===== config.mk =====
export PLATFORM = sky130hd
export DESIGN_NAME = pipe_hazard_ctrl
export DESIGN_NICKNAME = d
export VERILOG_FILES = /design/src/rtl/pipe_hazard_ctrl.sv
export SDC_FILE = /design/constraint.sdc
export NUM_CORES = 1
export LEC_CHECK = 0
export ABC_CLOCK_PERIOD_IN_PS = 3500
export BUFFER_PORTS_ARGS = -buffer_cell sky130_fd_sc_hd__buf_2
export CORE_ASPECT_RATIO = 0.7
export CORE_MARGIN = 4
export CORE_UTILIZATION = 54
export CTS_CLUSTER_SIZE = 8
export DETAILED_ROUTE_END_ITERATION = 10
export PLACE_DENSITY = 0.83
export RECOVER_POWER = 50
export SKIP_LAST_GASP = 1
export SLEW_MARGIN = 30
export SYNTH_ARGS = -nofsm -noshare
export SYNTH_HDL_FRONTEND = slang
export SYNTH_SLANG_ARGS = --single-unit

===== constraint.sdc =====
create_clock -name clk -period 3.5 [get_ports clk]
set_input_delay 0.525 -clock clk [delete_from_list [all_inputs] [get_ports clk]]
set_output_delay 0.525 -clock clk [all_outputs]
set_load 0.005 [all_outputs]

===== src/rtl/pipe_hazard_ctrl.sv =====
// Hazard/sequencing controller for the 5-stage RV32 pipe: stall, flush, bubble and forwarding selects.
// Optional feature macro HAZARD_FORWARD_EN: load-use-only stalls plus registered EX forwarding selects.
module pipe_hazard_ctrl #(
  parameter int CNT_W = 32
) (
  input  logic             clk,
  input  logic             rst,
  input  logic             id_valid,
  input  logic [4:0]       id_rs1_addr,
  input  logic [4:0]       id_rs2_addr,
  input  logic             id_rs1_used,
  input  logic             id_rs2_used,
  input  logic [4:0]       id_rd_addr,
  input  logic             id_reg_write,
  input  logic             id_dm_read,
  input  logic             ex_branch_taken,
  input  logic             mem_busy,
  output logic             pc_stall,
  output logic             if_id_stall,
  output logic             if_id_flush,
  output logic             id_ex_bubble,
  output logic             ex_mem_stall,
  output logic [1:0]       fwd_rs1_sel,
  output logic [1:0]       fwd_rs2_sel,
  output logic [1:0]       ctrl_state,
  output logic [CNT_W-1:0] stall_cycles,
  output logic [CNT_W-1:0] flush_count
);

  typedef enum logic [1:0] {
    ST_RUN      = 2'd0,
    ST_RAW      = 2'd1,
    ST_MEM_WAIT = 2'd2
  } state_t;

  typedef struct packed {
    logic       vld;
    logic [4:0] rd;
    logic       rw;
    logic       ld;
  } slot_t;

  localparam logic [CNT_W-1:0] CNT_ONE = {{(CNT_W-1){1'b0}}, 1'b1};
  localparam logic [CNT_W-1:0] CNT_MAX = {CNT_W{1'b1}};

  function automatic logic slot_match(input slot_t s, input logic [4:0] rs,
                                      input logic used, input logic idv);
    return s.vld && s.rw && (rs != 5'd0) && used && idv && (s.rd == rs);
  endfunction

  state_t           state_q, state_d;
  slot_t            ex_q, ex_d, mem_q, mem_d;
  logic [CNT_W-1:0] stall_q, stall_d, flush_q, flush_d;
  logic             m_ex1, m_ex2, m_mem1, m_mem2;
  logic             raw_hazard;
  logic             unused_bits;

  assign m_ex1  = slot_match(ex_q,  id_rs1_addr, id_rs1_used, id_valid);
  assign m_ex2  = slot_match(ex_q,  id_rs2_addr, id_rs2_used, id_valid);
  assign m_mem1 = slot_match(mem_q, id_rs1_addr, id_rs1_used, id_valid);
  assign m_mem2 = slot_match(mem_q, id_rs2_addr, id_rs2_used, id_valid);

`ifdef HAZARD_FORWARD_EN
  logic [1:0] fwd1_q, fwd1_d, fwd2_q, fwd2_d;

  // With bypassing only a load in EX cannot be forwarded in time.
  assign raw_hazard  = ex_q.ld && (m_ex1 || m_ex2);
  assign unused_bits = mem_q.ld;

  always_comb begin
    fwd1_d = fwd1_q;
    fwd2_d = fwd2_q;
    if (!ex_mem_stall) begin
      if (id_ex_bubble) begin
        fwd1_d = 2'd0;
        fwd2_d = 2'd0;
      end else begin
        fwd1_d = m_ex1 ? 2'd1 : (m_mem1 ? 2'd2 : 2'd0);
        fwd2_d = m_ex2 ? 2'd1 : (m_mem2 ? 2'd2 : 2'd0);
      end
    end
  end

  always_ff @(posedge clk) begin
    if (rst) begin
      fwd1_q <= 2'd0;
      fwd2_q <= 2'd0;
    end else begin
      fwd1_q <= fwd1_d;
      fwd2_q <= fwd2_d;
    end
  end

  assign fwd_rs1_sel = fwd1_q;
  assign fwd_rs2_sel = fwd2_q;
`else
  slot_t wb_q, wb_d;
  logic  m_wb1, m_wb2;

  // No bypass and no write-through register file: any in-flight writer stalls ID.
  assign m_wb1       = slot_match(wb_q, id_rs1_addr, id_rs1_used, id_valid);
  assign m_wb2       = slot_match(wb_q, id_rs2_addr, id_rs2_used, id_valid);
  assign raw_hazard  = m_ex1 | m_ex2 | m_mem1 | m_mem2 | m_wb1 | m_wb2;
  assign unused_bits = ^{ex_q.ld, mem_q.ld, wb_q.ld};

  always_comb begin
    wb_d = wb_q;
    if (!ex_mem_stall) begin
      wb_d = mem_q;
    end
  end

  always_ff @(posedge clk) begin
    if (rst) begin
      wb_q <= '0;
    end else begin
      wb_q <= wb_d;
    end
  end

  assign fwd_rs1_sel = 2'd0;
  assign fwd_rs2_sel = 2'd0;
`endif

  // Controls depend only on live inputs and slots, so the first cycle after MEM_WAIT acts as RUN.
  always_comb begin
    pc_stall     = 1'b0;
    if_id_stall  = 1'b0;
    if_id_flush  = 1'b0;
    id_ex_bubble = 1'b0;
    ex_mem_stall = 1'b0;
    state_d      = ST_RUN;
    if (rst) begin
      state_d = ST_RUN;
    end else if (mem_busy) begin
      pc_stall     = 1'b1;
      if_id_stall  = 1'b1;
      ex_mem_stall = 1'b1;
      state_d      = ST_MEM_WAIT;
    end else if (ex_branch_taken) begin
      if_id_flush  = 1'b1;
      id_ex_bubble = 1'b1;
      state_d      = ST_RUN;
    end else if (raw_hazard) begin
      pc_stall     = 1'b1;
      if_id_stall  = 1'b1;
      id_ex_bubble = 1'b1;
      state_d      = ST_RAW;
    end
  end

  always_comb begin
    ex_d  = ex_q;
    mem_d = mem_q;
    if (!ex_mem_stall) begin
      ex_d  = id_ex_bubble ? slot_t'('0)
                           : '{vld: id_valid, rd: id_rd_addr, rw: id_reg_write, ld: id_dm_read};
      mem_d = ex_q;
    end
  end

  always_comb begin
    stall_d = stall_q;
    flush_d = flush_q;
    if (pc_stall && (stall_q != CNT_MAX)) begin
      stall_d = stall_q + CNT_ONE;
    end
    if (if_id_flush && (flush_q != CNT_MAX)) begin
      flush_d = flush_q + CNT_ONE;
    end
  end

  always_ff @(posedge clk) begin
    if (rst) begin
      state_q <= ST_RUN;
      ex_q    <= '0;
      mem_q   <= '0;
      stall_q <= '0;
      flush_q <= '0;
    end else begin
      state_q <= state_d;
      ex_q    <= ex_d;
      mem_q   <= mem_d;
      stall_q <= stall_d;
      flush_q <= flush_d;
    end
  end

  assign ctrl_state   = state_q;
  assign stall_cycles = stall_q;
  assign flush_count  = flush_q;

endmodule


== Word level (Yosys, flattened, before mapping) ==
Index checks and enable logic that the tools add are counted.

* Bits in registers: 87
* Latch bits: 0
* RAM bits: 0
* ROM bits: 0
* Bits of input ports: 24
* Output and inout bits: 75
* Memories: 0

* Add/subtract/negate cells: 2
* Multiply operators: 0
* Div/mod/pow operators: 0
* Magnitude comparators: 0
* Eq/ne operators: 8
* Shift operators: 0
* Muxes and demuxes: 16
* Bitwise operators: 5
* Reduce and logical (&&, ||, !) cells: 32

{| class="wikitable"
|+ Operators with widths
! cell !! number
|-
| adder 32 x 1 -> 32 bit, second input constant || 2
|-
| inequality test 32 bit, second input constant || 2
|-
| == test 5 bit || 6
|-
| logical AND 1 bit || 29
|-
| two-way mux 1 bit || 14
|-
| nonzero test 5 bit || 2
|-
| two-way mux 8 bit || 1
|-
| OR 1 bit || 5
|-
| OR reduction 3 bit || 1
|-
| two-way mux 2 bit || 1
|}

== Longest topological paths before layout ==
* Depth after elaboration: 15
* Gate-level depth with buffers: 10

== Worst setup path after synthesis ==
Ideal clock, no wire load.

* Kind: in2out
* From: input id_rs1_addr[0]
* To: output pc_stall
* Arrival: 2,285 ps
* Data required time: 2,975 ps
* Slack: 690 ps
* Stages on the path: 8
* Path buffers: 3
* Cells stage by stage: or4_1 -> o21ai_0 -> nor2_1 -> a211oi_1 -> buf_2 -> buf_2 -> inv_1 -> buf_4

* Cells in the longest elaborated chain, start to end: 14
* Elaborated cells on any way between the ends: 25
* Classes of those cells: eq/ne (3); mux (4); bitwise (5); reduce/logical (13)

{| class="wikitable"
|+ RTL lines
! item !! RTL line !! text
|-
| start, declared || 9 || <nowiki>input logic [4:0] id_rs1_addr,</nowiki>
|-
| nonzero test 5 bit || 48 || <nowiki>return s.vld && s.rw && (rs != 5'd0) && used && idv && (s.rd == rs);</nowiki>
|-
| logical AND 1 bit (4 in series) || 48 ||
|-
| OR 1 bit (3 in series) || 103 || <nowiki>assign raw_hazard = m_ex1 | m_ex2 | m_mem1 | m_mem2 | m_wb1 | m_wb2;</nowiki>
|-
| OR 1 bit (*) (2 in series) || 103 ||
|-
| two-way mux 1 bit (*) (4 in series) || -- ||
|-
| end, declared || 18 || <nowiki>output logic pc_stall,</nowiki>
|}

Every way passes the cells marked *; elsewhere a longest branch is shown, timed or not.

== Worst setup path after layout ==
* From: input id_rs1_addr[0]
* To: output pc_stall

* Cells in the longest elaborated chain, start to end: 14
* Elaborated cells on any way between the ends: 25
* Classes of those cells: eq/ne (3); mux (4); bitwise (5); reduce/logical (13)

{| class="wikitable"
|+ RTL lines
! item !! RTL line !! text
|-
| nonzero test 5 bit || 48 ||
|-
| logical AND 1 bit (4 in series) || 48 ||
|-
| OR 1 bit (3 in series) || 103 ||
|-
| OR 1 bit (*) (2 in series) || 103 ||
|-
| two-way mux 1 bit (*) || 144 || <nowiki>end else if (raw_hazard) begin</nowiki>
|-
| two-way mux 1 bit (*) || 140 || <nowiki>end else if (ex_branch_taken) begin</nowiki>
|-
| two-way mux 1 bit (*) || 135 || <nowiki>end else if (mem_busy) begin</nowiki>
|-
| two-way mux 1 bit (*) || 133 || <nowiki>if (rst) begin</nowiki>
|}

Marks and branches as above.

==> qor.yml <==
run_status:
  status: "finished, final reports clean"
layout:
  final_util_pct: 67.5
  layout-area-overhead-vs-synth_pct: 17.8
  drive_gt1_share_pct: 16.5
  multi_input_comb_area_um2: 2410
  register_area_um2: 1740
  most_common_library_cell_in_the_layout_ignoring_fill_and_taps: "dfxtp_1"
  fillers: 655
  num_antenna_cells: 0
  fin_cells: 699
  most-common-layout-cells: "dfxtp_1 (87), nor2_1 (68), buf_2 (62), xnor2_1 (39), nand2_1 (32)"
  layout.nets: 622
die:
  core.rowCount: 26
  start_util_pct: 57.3
  core_um2: 7550
  fp.dieArea_um2: 9520
  number_of_placed_i_o_pins: 99
  die_w_um: 115
  die_height_um: 82.8
sta:
  hold_viol_final: 0
  max_freq_mhz: 344
  drv_slew: 0
  worst_pin_slew_ns: 1.21
  rsz_0062_raised_after_global_routing: "no"
  timing.final.setup_violations: 0
  finalWorstPathRequiredPeriod_ns: 2.91
  finalClockSkew_ns: 0.00589
  fin_crit_sh_pct: 83.2
  slew_headroom_pct: 19.3
  finalSetupTns_ns: 0
  setup_slack_ns: 0.590
setup_path:
  critical_path.max_fanout: 7
  crit_slowest_cell: "or4_1"
  critPathCaptureType: "output port"
  worstPathCellList: "buf_2 > or4_1 > o21ai_0 > nor2_1 > a211oi_2 > buf_4 > inv_1 > buf_2"
  crit_path_frequent_cell: "buf_2"
  timing.critical_path.slowest_cell_delay_ns: 0.51
  timing_worst_setup_path_type: "in -> out"
  reg2reg_depth: 8
  path_depth: 8
  startpoint_class: "input port"
  critPathBufInv: 4
  critical_path.top_delay_family: "compound AO/OA/AOI/OAI gates"
  worst_ep_arrival_time_ns: 2.39
  worst_ep_required_time_ns: 2.97
global_routing:
  grt_first_pass_wirelength_mm: 18.3
  grt_antenna_before_repair: 0
  grt_max_degree: 42
  vias_in_the_first_global_route: 3891
  gr-total-overflow: 0
  gr-usage-all-layers_pct: 23.1
logic_synthesis:
  ys_seq_area_share_pct: 40.3
  synth_cell_types: 49
  synth.yosys.warnings: 0
  syn-cell-area_um2: 4320
  synthArstFlopShare_pct: 0
  synthesized_area_divided_by_synthesized_cell_count_um2: 8.49
  postSynthCellCount: 509
  synth_top_flop_cell: "dfxtp_1"
  synth_edf_count: 0
  number_of_flip_flops_and_latches_in_the_synthesized_netlist: 87
placed_design:
  place_hpwl_mm: 7.82
  numPortBuffers: 93
  dpl.cell_count: 683
  dp_worst_setup_slack_ns: 0.577
  routabilityCongestion: 0.959
flow_run:
  max_cap_violations: 0
power_and_ir_drop:
  power.total_mw: 2.02
  power.static_leakage_nw: 1.93
  p_per_area_nw_per_um2: 397
  max-vdd-ir-drop_v: 0.000339
drt:
  remaining_drc_errors: 0
  detail_route.first_pass.iterations: 5
  routed_via_density: 5.72
  route.antenna.remaining_nets: 0
  drtIter0Drc: 351
  detail_route.wl_per_cell_um: 15.3
  total_number_of_vias: 4000
  finalWirelength_mm: 10.7
clocking:
  clk-insertion-delay-late_ns: 0.33
  clkSlewWorstSetupHoldPaths_ns: 0.06
  cts_root_buf: "clkbuf_16"
  cts-root-to-sink-buffers: 2
  cts_buffer_count: 9
  cts_htree_levels: 3
  post_cts_hold_buffer_count: 0
  postCtsResizedCells: 0
  cts_setup_buffers: 0
  tritoncts: "done"
  clock_sink_count: 87
worst_hold_path:
  hold_path_class: "in -> reg"
  hold_path_depth: 2
==> kinds of logic after synthesis <==
logic type                 Yosys count  share of synthesized area [%]
xor gates and xnor gates            64                           13.0
other                                1                         0.0868
DFF                                 87                           40.3
buffers and inverters               39                           4.20
adders and majority gates            2                          0.579
muxes                               20                           4.72
AOI/OAI and AO/OA                   64                           9.24
and+or+nand+nor                    232                           27.9
==> cells in the mapped netlist (2+ instances only) <==
cell | count | share of area (%)
and3_1 | 11 | 1.6
nand4_1 | 19 | 2.8
xor2_1 | 25 | 5.1
a22o_1 | 7 | 1.4
nand3_1 | 29 | 3.4
mux2_2 | 3 | 0.78
buf_2 | 4 | 0.46
a21oi_1 | 24 | 2.8
nand2_1 | 32 | 2.8
dfxtp_1 | 87 | 40
or4_1 | 11 | 1.9
mux2i_1 | 17 | 3.9
xnor2_1 | 39 | 7.9
clkbuf_1 | 15 | 1.3
nand2b_1 | 2 | 0.29
nor3_1 | 17 | 2.0
nor2_1 | 68 | 5.9
or3_1 | 16 | 2.3
o21ai_0 | 15 | 1.7
and4_1 | 2 | 0.41
nor4_1 | 8 | 1.2
buf_4 | 6 | 1.0
nor2b_1 | 4 | 0.58
and2_1 | 2 | 0.29
buf_1 | 2 | 0.17
a211oi_1 | 2 | 0.35
o31ai_1 | 9 | 1.6
ha_1 | 2 | 0.58
inv_1 | 11 | 0.96
==> through the flow <==
stage | cell area (um2) | hold WS (ns)
floorplan | 4330 | 0.471
global placement | 4850 | 0.482
detailed placement | 4850 | 0.489
CTS | 5130 | 0.391
global route | 5090 | 0.412
finish | 5090 | 0.402
==> path summary, 6_finish.rpt <==
check / start / to / slack, ns
worst max-delay path: id_rs1_addr[0] / pc_stall / 0.59
worst min register to register: stall_cycles[13]$_SDFFE_PP0P_ / stall_cycles[13]$_SDFFE_PP0P_ / 0.51
worst max register to register: ex_q[3]$_SDFFE_PP0N_ / stall_cycles[22]$_SDFFE_PP0P_ / 0.81
worst min-delay path: id_rd_addr[0] / ex_q[2]$_SDFFE_PP0N_ / 0.40
==> registers in the layout, summed over array words and instances (netlist names) <==
| signal | cells |
|---|---|
| ex_q | 7 |
| flush_count | 32 |
| stall_cycles | 32 |
| mem_q | 7 |
| ctrl_state | 2 |
| wb_q | 7 |
==> worst register-to-register path: cells and delay by family, from the launching register on <==
family                    cells  cell delay [ns]
and+or+nand+nor               4             1.18
xor gates and xnor gates      1             0.17
AOI/OAI and AO/OA             2             0.42
muxes                         1             0.33
DFF                           1             0.47
==> per-layer routing <==
metal	GRT usage (%)	wire length [um]	up-vias
met5	0	0	-
met4	7.57	121	0
met3	6.90	953	14
met2	35.6	4720	160
met1	30.9	4940	1865
li1	-	-	1961
==> cell type report <==
cell class	instances	area share (%)
clock buffer	11	4.96
timing repair buffer	101	9.56
tap	98	2.41
inverter	11	0.811
sequential	87	34.2
multi-input combinational	386	47.4
clock inverter	5	0.639
==> where the power goes <==
| part | leakage, nW | switching [mW] | total (mW) | internal [mW] |
|---|---|---|---|---|
| sequential | 0.702 | 0.0113 | 1.01 | 0.999 |
| combinational | 1.09 | 0.0648 | 0.110 | 0.0454 |
| clock | 0.145 | 0.382 | 0.900 | 0.518 |
(Power assumes the default switching activity.)
